## src/rtl/psram_arbiter.sv

```systemverilog
// psram_arbiter: two-port arbiter and sequencer in front of the PSRAM controller.
//   Port 1 (video, read bursts) has priority. Port 2 (picoBlaze) wins when it
//   has been passed over STARVE_LIMIT times in a row. One operation at a time;
//   controller status is routed only to the granted port. A grant that sees no
//   op_begun for TIMEOUT cycles is dropped and arb_err latches.
// Ports:
//   clk, reset (async, active-low), ctrlr_good
//   app_1_* / app_2_*        requester strobes, qualifiers, address, write data
//   op_begun/data_ok/op_finished  controller status pulses
//   app_wr/rd/ub/lb/burst/addr    registered command to the controller
//   app_data_out                  granted port's write data (combinational)
//   app_n_op_begun/data_ok/op_finished  routed status
//   arb_err                       sticky begin-timeout flag
//
// state  | meaning
// IDLE   | no grant; pick a winner when ctrlr_good and a request is present
// ISSUE  | command presented, waiting for op_begun (timeout running)
// ACTIVE | operation in flight, waiting for op_finished
module psram_arbiter #(
  parameter int ADDR_W       = 23,
  parameter int DATA_W       = 16,
  parameter int STARVE_LIMIT = 4,
  parameter int TIMEOUT      = 255
) (
  input  logic              clk,
  input  logic              reset,
  input  logic              ctrlr_good,
  input  logic              app_1_wr,
  input  logic              app_1_rd,
  input  logic              app_1_ub,
  input  logic              app_1_lb,
  input  logic              app_1_burst,
  input  logic [ADDR_W-1:0] app_1_addr,
  input  logic [DATA_W-1:0] app_1_data_wr,
  input  logic              app_2_wr,
  input  logic              app_2_rd,
  input  logic              app_2_ub,
  input  logic              app_2_lb,
  input  logic              app_2_burst,
  input  logic [ADDR_W-1:0] app_2_addr,
  input  logic [DATA_W-1:0] app_2_data_wr,
  input  logic              op_begun,
  input  logic              data_ok,
  input  logic              op_finished,
  output logic              app_wr,
  output logic              app_rd,
  output logic              app_ub,
  output logic              app_lb,
  output logic              app_burst,
  output logic [ADDR_W-1:0] app_addr,
  output logic [DATA_W-1:0] app_data_out,
  output logic              app_1_op_begun,
  output logic              app_1_data_ok,
  output logic              app_1_op_finished,
  output logic              app_2_op_begun,
  output logic              app_2_data_ok,
  output logic              app_2_op_finished,
  output logic              arb_err
);

  typedef enum logic [1:0] {S_IDLE, S_ISSUE, S_ACTIVE} state_t;
  typedef enum logic [1:0] {G_NONE, G_P1, G_P2} grant_t;

  localparam int SW = $clog2(STARVE_LIMIT + 1);
  localparam logic [SW-1:0] STARVE_MAX = SW'(STARVE_LIMIT);
  // Loaded on grant; abort fires when it has run down to zero, which gives
  // exactly TIMEOUT cycles of strobe in ISSUE.
  localparam logic [7:0]    TMO_LOAD   = 8'(TIMEOUT - 1);

  state_t          state;
  grant_t          grant;
  logic [SW-1:0]   starve_cnt;
  logic [7:0]      tmo_cnt;
  logic            req_1;
  logic            req_2;
  logic            pick_2;

  assign req_1  = app_1_wr | app_1_rd;
  assign req_2  = app_2_wr | app_2_rd;
  assign pick_2 = req_2 & (~req_1 | (starve_cnt == STARVE_MAX));

  always_ff @(posedge clk or negedge reset) begin
    if (!reset) begin
      state      <= S_IDLE;
      grant      <= G_NONE;
      starve_cnt <= '0;
      tmo_cnt    <= '0;
      arb_err    <= 1'b0;
      app_wr     <= 1'b0;
      app_rd     <= 1'b0;
      app_ub     <= 1'b0;
      app_lb     <= 1'b0;
      app_burst  <= 1'b0;
      app_addr   <= '0;
    end else begin
      case (state)
        S_IDLE: begin
          if (ctrlr_good && (req_1 || req_2)) begin
            state   <= S_ISSUE;
            tmo_cnt <= TMO_LOAD;
            if (pick_2) begin
              grant      <= G_P2;
              app_wr     <= app_2_wr;
              app_rd     <= app_2_rd & ~app_2_wr;
              app_ub     <= app_2_ub;
              app_lb     <= app_2_lb;
              app_burst  <= app_2_burst;
              app_addr   <= app_2_addr;
              starve_cnt <= '0;
            end else begin
              grant      <= G_P1;
              app_wr     <= app_1_wr;
              app_rd     <= app_1_rd & ~app_1_wr;
              app_ub     <= app_1_ub;
              app_lb     <= app_1_lb;
              app_burst  <= app_1_burst;
              app_addr   <= app_1_addr;
              if (req_2 && (starve_cnt != STARVE_MAX))
                starve_cnt <= starve_cnt + SW'(1);
            end
          end
        end
        S_ISSUE: begin
          // op_begun takes precedence over a timeout landing on the same cycle
          if (op_begun) begin
            app_wr <= 1'b0;
            app_rd <= 1'b0;
            if (op_finished) begin
              state <= S_IDLE;
              grant <= G_NONE;
            end else begin
              state <= S_ACTIVE;
            end
          end else if (tmo_cnt == 8'd0) begin
            app_wr  <= 1'b0;
            app_rd  <= 1'b0;
            grant   <= G_NONE;
            arb_err <= 1'b1;
            state   <= S_IDLE;
          end else begin
            tmo_cnt <= tmo_cnt - 8'd1;
          end
        end
        S_ACTIVE: begin
          if (op_finished) begin
            state <= S_IDLE;
            grant <= G_NONE;
          end
        end
        default: begin
          state <= S_IDLE;
          grant <= G_NONE;
        end
      endcase
    end
  end

  always_comb begin
    app_data_out = '0;
    case (grant)
      G_P1:    app_data_out = app_1_data_wr;
      G_P2:    app_data_out = app_2_data_wr;
      default: app_data_out = '0;
    endcase
  end

  assign app_1_op_begun    = op_begun    & (grant == G_P1);
  assign app_1_data_ok     = data_ok     & (grant == G_P1);
  assign app_1_op_finished = op_finished & (grant == G_P1);
  assign app_2_op_begun    = op_begun    & (grant == G_P2);
  assign app_2_data_ok     = data_ok     & (grant == G_P2);
  assign app_2_op_finished = op_finished & (grant == G_P2);

endmodule

```

## config.mk

```make
export PLATFORM = sky130hd
export DESIGN_NAME = psram_arbiter
export DESIGN_NICKNAME = d
export VERILOG_FILES = /design/src/rtl/psram_arbiter.sv
export SDC_FILE = /design/constraint.sdc
export NUM_CORES = 1
export LEC_CHECK = 0
export BUFFER_PORTS_ARGS = -buffer_cell sky130_fd_sc_hd__clkbuf_2
export CAP_MARGIN = 10
export CORE_MARGIN = 3
export CORE_UTILIZATION = 42
export CTS_BUF_LIST = sky130_fd_sc_hd__clkbuf_16
export DETAILED_ROUTE_END_ITERATION = 8
export GPL_TIMING_DRIVEN = 0
export PLACE_DENSITY = 0.78
export SYNTH_ARGS = -nofsm -noshare
export SYNTH_HDL_FRONTEND = slang
export SYNTH_SLANG_ARGS = --single-unit
```

## constraint.sdc

```tcl
create_clock -name clk -period 2.1 [get_ports clk]
set_clock_uncertainty 0.2 [all_clocks]
set_input_delay 0.42 -clock clk [delete_from_list [all_inputs] [get_ports clk]]
set_output_delay 0.42 -clock clk [all_outputs]
set_load 0.03 [all_outputs]
```

After elaboration in Yosys (flattened, before gate mapping)
Index checks and enable logic that the tools add are counted.
- register bits: 44
- latch bits: 0
- bits in writable memories: 0
- memory bits (read-only): 0
- memories kept: 0
- add/sub/neg operators: 2
- multipliers: 0
- divide/modulo/power cells: 0
- order comparisons: 0
- equality and inequality tests: 11
- shift-type cells: 0
- muxes and demuxes: 30
- bitwise gates (word level): 16
- reduce and logical (&&, ||, !) cells: 14
- operators with widths (kind ; number):
    $pmux W16 S2 ; 1
    $mux W8 ; 3
    $mux W23 ; 1
    $mux W2 ; 9
    $pmux W8 S2 ; 1
    $pmux W2 S3 ; 2
    $reduce_and A3 Y1 ; 4
    $and A1 B1 Y1 ; 9
    $mux W1 ; 9
    $logic_not A8 Y1 ; 1
    $ne A2 B2 Y1 const B ; 4
    $sub A8 B1 Y8 const B ; 1
    $mux W3 ; 2
    $ne A3 B3 Y1 const B ; 2
    $eq A2 B1 Y1 const B ; 2
    $eq A2 B2 Y1 const B ; 2
    $not A1 Y1 ; 4
    $pmux W1 S2 ; 2
    $reduce_and A2 Y1 ; 2
    $reduce_and A4 Y1 ; 1
    $reduce_bool A2 Y1 ; 2
    $add A3 B1 Y3 const B ; 1
    $eq A3 B3 Y1 const B ; 1
    $or A1 B1 Y1 ; 3
    other kinds (3) ; 4

Logic depth before layout (Yosys ltp)
Gate-level depths: netlist of run 1.
- depth in word-level cells: 7
- gate-level depth with buffers: 7

Worst setup path before layout of run 1
OpenSTA, ideal clock, no wires.
- path kind: flip-flop to output port
- from: register grant[0]
- to: output port app_data_out[0]
- data arrival time: 1625 ps
- data required time: 1480 ps
- setup slack: -145 ps
- stages on the path, launching flop included: 7
- buffers on the path: 2
- cells stage by stage: dfrtp_1 inv_1 ha_1 clkbuf_1 clkbuf_1 a22oi_1 nor2_1
- longest elaborated chain between the ends: 2
- elaborated cells between the ends (all ways): 3
- classes of those cells: 2 x eq/ne; 1 x mux
- RTL lines (what ; line ; source):
    start: declaration ; 71 ; grant_t grant;
    start signal: assignment ; 85 ; grant <= G_NONE;
    start signal: assignment ; 102 ; grant <= G_P2;
    start signal: assignment ; 111 ; grant <= G_P1;
    $eq A2 B2 Y1 or $eq A2 B1 Y1 (tied branches) ; 160 ; case (grant)
    $pmux W16 S2 * ; 160 ;
    end: declaration ; 51 ; output logic [DATA_W-1:0] app_data_out,
Mark *: on every way between the ends. The rest lies on a longest branch, timed or not.

Worst setup path after layout of run 1
- from: register grant[0]
- to: output port app_data_out[6]
The elaborated chain is that of the path after synthesis.

==> results of run 1 <==
-- logic make-up after synthesis --
family | after synthesis | share of synthesized area [%]
DFF | 44 | 45.4
AOI/OAI and AO/OA | 100 | 24.8
buffers and inverters | 27 | 4.54
xor gates and xnor gates | 1 | 0.361
adders and majority gates | 6 | 3.09
and+or+nand+nor | 111 | 21.0
muxes | 2 | 0.825
-- cells in the final DEF, fill, tap and decap left out, types with 2 or more instances in the layout --
cell / synthesis / layout
clkbuf_4: 0 / 6
clkbuf_16: 0 / 7
nand3_1: 2 / 2
inv_1: 9 / 8
nand2_1: 33 / 33
ha_1: 6 / 4
o21ai_0: 3 / 3
nor4b_1: 2 / 2
a22o_1: 2 / 2
dfrtp_1: 44 / 42
a31oi_1: 3 / 3
and2_1: 6 / 6
nor3_1: 5 / 5
nor3b_1: 3 / 3
nor2_1: 49 / 39
buf_12: 0 / 2
a21oi_4: 0 / 2
a21oi_1: 59 / 57
a21o_1: 3 / 3
mux2i_1: 2 / 2
dfrtp_2: 0 / 2
a211oi_1: 3 / 2
a22oi_2: 0 / 16
buf_2: 7 / 5
ha_4: 0 / 2
clkbuf_2: 0 / 124
nand2b_1: 3 / 3
nor2_2: 0 / 9
buf_4: 0 / 19
clkbuf_8: 0 / 14
-- how the worst max path moves through the flow --
stage,from,end,slack [ns],depth (start not counted)
after global routing,grant[0],app_data_out[6],-0.08,6
after floorplan,grant[0],app_data_out[6],-0.07,5
final,grant[0],app_data_out[6],-0.03,6
after detailed placement,grant[0],app_data_out[6],-0.31,6
after global placement,grant[0],app_data_out[6],-0.28,6
after CTS,grant[0],app_data_out[6],-0.06,5
-- final cells by class --
class / count / area [um2] / area share [%]
inverters: 9 / 33.8 / 0.864
plain buffers: 15 / 133 / 3.39
well taps: 72 / 90.1 / 2.30
clock inverters: 1 / 30.0 / 0.768
flip-flops and latches: 44 / 1100 / 28.2
clock buffers: 5 / 125 / 3.20
multi-input cells: 220 / 1400 / 35.7
repair buffers: 159 / 997 / 25.5
-- worst max-delay path: stages, from the launching register on --
cell and delay, ns:
dfrtp_2 0.44, inv_2 0.08, ha_4 0.18, buf_12 0.13, a22oi_2 0.07, nor2_1 0.14, buf_4 0.18
-- power by group --
group | internal (mW) | switching [mW] | total [mW]
combinational | 1.37 | 2.05 | 3.43
clock | 0.548 | 0.314 | 0.862
sequential | 1.20 | 0.250 | 1.45
-- registers in the layout, summed over array words and instances (netlist names), 2 cells and up --
signal,flops
app_addr,23
tmo_cnt,8
starve_cnt,3
grant,2
state,2
-- routing by layer --
layer / vias up / wire length, um / global-route usage, %
met1: 1276 / 3200 / 29.2
li1: 1345 / - / -
met2: 143 / 3890 / 41.0
met3: 5 / 886 / 7.35
met4: 0 / 66 / 6.15
met5: - / 0 / 0
-- repair_timing --
item,CTS,global route
gates resized for setup,62,42
hold buffers,0,1
setup buffers,7,5
gates cloned,1,0
endpoints found under the setup margin,45,57
pin swaps,4,7
endpoints found under the hold margin,0,13
-- per-stage QoR --
step | util [%] | setup TNS (ns) | power (mW)
2_1_floorplan | - | -0.137 | 3.32
3_3_place_gp | 58.8 | -3.88 | 4.08
3_5_place_dp | 58.8 | -5.50 | 4.13
4_1_cts | 68.0 | -0.267 | 5.58
5_1_grt | 70.6 | -0.917 | 6.09
6_report | 70.6 | -0.0697 | 5.73
==> results.toml, run 1 <==
[yosys]
synth_cells = 291
ys_seq_elements = 44
synth_area_um2 = 2430
synth_area_leaders = "dfrtp_1 (45%), a21oi_1 (12%), nor2_1 (7.6%)"
synth_area_leader_cell = "dfrtp_1"
seq_area_frac_synth_pct = 45.4
synth_warnings = 0
yosysMostFrequentCell = "a21oi_1"
synth_nets = 391
yosys_most_used_dff = "dfrtp_1"
syn_area_per_cell_um2 = 8.34
async_flop_share_pct = 100
synth_top_cells_by_count = "a21oi_1 (59), nor2_1 (49), dfrtp_1 (44), nand2_1 (33), a22oi_1 (16)"
synth_edf_count = 0
synth_top_cell_area_share_pct = 45.4
synth_cell_types = 40

[setup_path]
worstSetupEndpointType = "output pin"
crit_required_ns = 1.48
reg2regPathDepth = 4
worstReg2RegStart = "state[0]"
start_kind = "flop"
path_class = "reg -> out"
rr_endpoint = "app_wr"
arrival_ns = 1.51
path_max_fanout = 7
reg2reg_setup_slack_ns = 0.09

[global_route]
overflow = 0
grt_pass1_wl_um = 12300
grt_pass1_vias = 2635
grt_start_max_net_pins = 45
grtUsageTotal_pct = 23.9
antenna_found_initial = 0

[sta]
layout_min_cycle_time_ns = 2.13
hold_violations = 0
max_freq_mhz = 470
fin_ws_ns = -0.0265
setup_viol = 5
period_share_pct = 101
relSlewSlack_pct = 58.9
holdWs_ns = 0.146
rsz0062_at_grt = "yes"
drv_slew = 0
tightest_slew_ns = 0.611

[flow_run]
maxCapViolations = 0

[cells_and_area]
layout.cells.non_filler = 525
n_antenna_cell = 0
design_area_um2 = 3910
nets = 554
drive_gt1_share_pct = 48.6
area_delta_synth_final_pct = 61.1
fill_cells = 416

[min_path]
whs_endpoint = "app_addr[20]"
hp-start = "app_1_addr[20]"
worstHoldPathCells = 3
min_path_type = "in -> reg"

[detailed_routing]
avgViaCountPerCell = 5.27
drc = 0
drtPass1Iterations = 4
drtAntennaViolNets = 0
drt-initial-drc-count = 161
routed_wl_um = 8040
num_vias = 2769
wl_per_cell_um = 15.3

[floorplanning]
die_x_um = 82
initial_core_util_pct = 43.8
core_area_um2 = 5540
die-height_um = 82
rows = 27
ioPinCount = 145
die_area_um2 = 6720

[placement]
postPlaceCellArea_um2 = 3260
dp_hpwl_um = 5530
io_buffers = 144
place_ws_ns = -0.310
gp_congestion = 0.824
post-place-cells = 507

[clock_network]
cts_buffers = 5
cts-root-buf = "clkbuf_16"
htreeDepth = 2
clockBufferDepth = 2
cts_tree = "built"
insertion_delay_ns = 0.28
clkTransAtPathRegs_ns = 0.06
cts_sinks = 44

[power]
powerDensity_nw_per_um2 = 1470
ir_drop_uv = 788
cellLeakagePower_nw = 1.90

[run_status]
violations = "setup timing"
status = "finished, violations left"
(Power assumes the default switching activity.)
==> run 2: changes to the inputs <==
- REMOVE_ABC_BUFFERS: unset -> 1
- SETUP_SLACK_MARGIN: unset -> 0.3
==> results.toml, run 2 (synthesized netlist as in run 1, its figures left out) <==
[cells_and_area]
largestRegisters = "app_addr: 23 flops, tmo_cnt: 8 flops, starve_cnt: 3 flops"
design_area_um2 = 4580
area_delta_synth_final_pct = 89.0
nets = 572
fill_cells = 290
regMostFlops = "app_addr"
drive_gt1_share_pct = 67.0
n_antenna_cell = 0
final_cell_mix = "clkbuf_2 (122), dfrtp_1 (40), buf_4 (37)"
final_common_cell = "clkbuf_2"
largest_register_ff_count = 23

[setup_path]
crit_chain = "buf_6 -> ha_4 -> buf_6 -> a22oi_2 -> nor2_1 -> buf_4"
arrival_ns = 1.56
endpoint = "app_data_out[2]"
worstSetupStartpoint = "grant[0]"
reg2regPathDepth = 5
reg2reg_setup_slack_ns = 0.12
critPathTopFamily = "buffers and inverters"
worstSetupEndpointType = "output pin"
path_max_fanout = 7
crit_required_ns = 1.48
path_class = "reg -> out"
worstReg2RegStart = "state[0]"
path_buf_inv = 3
slowest_stage = "dfrtp_1"
max_stage_delay_ns = 0.41
start_kind = "flop"
crit_top_cell = "buf_6"
cp_num_cells = 6
rr_endpoint = "grant[0]"

[floorplanning]
die_area_um2 = 6720
die_x_um = 82
ioPinCount = 145
rows = 27
die-height_um = 82
initial_core_util_pct = 43.8
core_area_um2 = 5540

[global_route]
grtUsageTotal_pct = 24.6
grt_pass1_wl_um = 12600
grt_start_max_net_pins = 45
grt_pass1_vias = 2690
antenna_found_initial = 0
overflow = 0

[sta]
max_freq_mhz = 460
period_share_pct = 104
relSlewSlack_pct = 25.9
drv_slew = 0
rsz0062_at_grt = "yes"
holdWs_ns = 0.136
tns_ns = -0.521
hold_violations = 0
fin_ws_ns = -0.0754
tightest_slew_ns = 1.11
layout_min_cycle_time_ns = 2.18
setup_viol = 15

[detailed_routing]
num_vias = 3069
drtAntennaViolNets = 0
drtPass1Iterations = 4
avgViaCountPerCell = 5.63
drc = 0
drt-initial-drc-count = 240
routed_wl_um = 10200
wl_per_cell_um = 18.6

[placement]
io_buffers = 144
gp_congestion = 0.789
dp_hpwl_um = 4990
postPlaceCellArea_um2 = 3200

[clock_network]
cts_tree = "built"
holdBufCountCts = 0
clkTransAtPathRegs_ns = 0.07
clockBufferDepth = 2
insertion_delay_ns = 0.28
htreeDepth = 2
cts-root-buf = "clkbuf_16"
cts_sinks = 44
cts_buffers = 5

[min_path]
min_path_type = "in -> async"

[power]
powerDensity_nw_per_um2 = 1440
ir_drop_uv = 960
cellLeakagePower_nw = 2.09

[run_status]
status = "finished, violations left"
violations = "setup timing"

[flow_run]
maxCapViolations = 0
[run 2: area by class of cell]
type | count | area [um2] | share of cell area [%]
Multi-Input combinational cell | 225 | 1900 | 41.5
Tap cell | 72 | 90.1 | 1.97
Clock inverter | 3 | 42.5 | 0.928
Clock buffer | 5 | 125 | 2.73
Inverter | 9 | 33.8 | 0.737
Sequential cell | 44 | 1110 | 24.1
Timing Repair Buffer | 187 | 1280 | 28.0
[run 2: timing repair]
item,CTS,global route
buffers inserted,22,15
gates resized for setup,51,187
pin swaps,5,51
gates cloned,6,3
endpoints found under the setup margin,61,61
[run 2: metal layers]
layer | track usage (%) | wire, um | up-vias
li1 | - | - | 1395
met1 | 29.4 | 3630 | 1455
met2 | 43.9 | 5210 | 191
met3 | 5.70 | 1050 | 28
met4 | 7.14 | 268 | 0
met5 | 0 | 0 | -
[run 2: power breakdown]
part / internal (mW) / switching, mW / leakage (nW)
logic: 1.75 / 2.39 / 1.52
registers: 1.20 / 0.364 / 0.490
clock network: 0.559 / 0.325 / 0.0798
[run 2: worst register-to-register path, delay by kind of cell (launching register included)]
kind | cells | cell delay [ns]
compound gates | 3 | 0.55
buf+inv | 1 | 0.15
flops | 1 | 0.45
simple gates | 1 | 0.51
[run 2: worst min-delay path by stage]
stage | from | end | slack, ns | cells past startpoint
2_1_floorplan | reset | app_addr[0] | -0.08 | 0
3_3_place_gp | arb_err | arb_err | 0.25 | 1
3_5_place_dp | arb_err | arb_err | 0.24 | 1
4_1_cts | app_1_addr[17] | app_addr[17] | 0.14 | 3
5_1_grt | app_1_addr[17] | app_addr[17] | 0.15 | 3
6_report | reset | app_addr[3] | 0.14 | 1
[run 2: through the flow]
step / util [%] / instances / power (mW) / setup WS (ns)
after detailed placement: 57.8 / 491 / 4.06 / -0.417
final: 82.7 / 545 / 6.58 / -0.0754
after global routing: 82.7 / 545 / 6.93 / -0.123
after floorplan: - / 273 / 3.21 / -0.255
after global placement: 57.0 / 489 / 3.95 / -0.836
after CTS: 69.5 / 527 / 5.52 / 0.00792
==> run 3: changes to the inputs <==
- BUFFER_PORTS_ARGS: -buffer_cell sky130_fd_sc_hd__clkbuf_2 -> -buffer_cell sky130_fd_sc_hd__buf_2
- clock period: 2.1 -> 2.2 ns (I/O delays scaled with it)
==> results.toml, run 3 (synthesized netlist as in run 1, its figures left out) <==
[floorplanning]
die_x_um = 82
die-height_um = 82
rows = 27
die_area_um2 = 6720
ioPinCount = 145
core_area_um2 = 5540
initial_core_util_pct = 43.8

[min_path]
min_path_type = "in -> async"

[global_route]
grt_start_max_net_pins = 45
antenna_found_initial = 0
overflow = 0
grt_pass1_vias = 2584
grtUsageTotal_pct = 21.8
grt_pass1_wl_um = 11500

[setup_path]
worstSetupEndpointType = "output pin"
worstReg2RegStart = "tmo_cnt[1]"
path_class = "reg -> out"
arrival_ns = 1.52
path_max_fanout = 7
worstSetupStartpoint = "grant[1]"
crit_required_ns = 1.56
start_kind = "flop"

[sta]
relSlewSlack_pct = 33.4
tns_ns = 0
rsz0062_at_grt = "yes"
holdWs_ns = 0.128
setup_viol = 0
drv_slew = 0
tightest_slew_ns = 0.998
max_freq_mhz = 462
layout_min_cycle_time_ns = 2.16
period_share_pct = 98.3
hold_violations = 0

[detailed_routing]
routed_wl_um = 8310
drt-initial-drc-count = 149
avgViaCountPerCell = 5.37
wl_per_cell_um = 15.7
drc = 0
drtAntennaViolNets = 0
drtPass1Iterations = 5
num_vias = 2836

[cells_and_area]
utilization_pct = 72.3
nets = 555
area_delta_synth_final_pct = 65.1
largestRegisters = "app_addr: 23 flops, tmo_cnt: 8 flops, starve_cnt: 3 flops"
final_cell_mix = "buf_2 (123), a21oi_1 (57), nor2_1 (46)"
regMostFlops = "app_addr"
drive_gt1_share_pct = 50.7
n_antenna_cell = 0
final_common_cell = "buf_2"
largest_register_ff_count = 23

[clock_network]
insertion_delay_ns = 0.28
cts-root-buf = "clkbuf_16"
htreeDepth = 2
clockBufferDepth = 2
clkTransAtPathRegs_ns = 0.06
cts_tree = "built"
holdBufCountCts = 0
cts_buffers = 5
cts_sinks = 44

[placement]
io_buffers = 144
gp_congestion = 0.790
dp_hpwl_um = 4940

[power]
finalPower_mw = 5.52
cellLeakagePower_nw = 1.91
ir_drop_uv = 783
powerDensity_nw_per_um2 = 1380

[flow_run]
maxCapViolations = 0

[run_status]
status = "finished, final reports clean"
## run 3: cell count changes in the layout (fill, tap and decap cells not counted), sizes merged
cell and change:
inv +1, a21o -2, clkinvlp -1, clkbuf -121, buf +107, a21oi -1
## run 3: worst paths after layout
kind	end	slack, ns	cells past startpoint
min	app_addr[3]	0.13	1
max	app_data_out[6]	0.04	6
min in group clk	state[1]	0.19	2
max reg2reg	tmo_cnt[5]	0.31	8
max in group asynchronous	tmo_cnt[3]	0.98	1
min reg2reg	arb_err	0.26	1
## run 3: routing by layer
layer	vias up	wire (um)	share of wire (%)	GRT usage [%]
met5	-	0	0	0
met4	0	133	1.6	5.15
met3	12	859	10	5.70
met2	154	4000	48	39.7
met1	1323	3310	40	25.2
li1	1347	-	-	-
## run 3: worst max-delay path, stage by stage, from the launching register on
cell,delay [ns]
dfrtp_1,0.43
inv_2,0.09
ha_4,0.21
buf_8,0.14
a22oi_2,0.05
nor2_1,0.14
buf_4,0.19
## run 3: layout make-up
type / instances / area [um2]
repair buffers: 173 / 1140
well taps: 72 / 90.1
clock buffers: 5 / 125
clock inverters: 3 / 38.8
flip-flops and latches: 44 / 1100
inverters: 9 / 33.8
multi-input cells: 222 / 1470
fillers: 390 / 1530
## run 3: through the flow
stage	instances	cell area, um2	setup WS (ns)
4_1_cts	514	3650	0.0976
3_3_place_gp	489	3160	-0.763
2_1_floorplan	273	2350	-0.156
3_5_place_dp	491	3200	-0.329
5_1_grt	528	4010	-0.0248
6_report	528	4010	0.0367
## run 3: repair_timing
item | 4_1_cts | 5_1_grt
gates cloned | 3 | 2
pin swaps | 0 | 32
setup buffers | 12 | 12
setup endpoints to repair | 61 | 61
resized for setup | 33 | 69
## run 3: report_power, final
part | total (mW) | internal [mW] | switching [mW]
Combinational | 3.33 | 1.35 | 1.98
Sequential | 1.37 | 1.14 | 0.233
Clock | 0.820 | 0.529 | 0.291
Total | 5.52 | 3.02 | 2.50
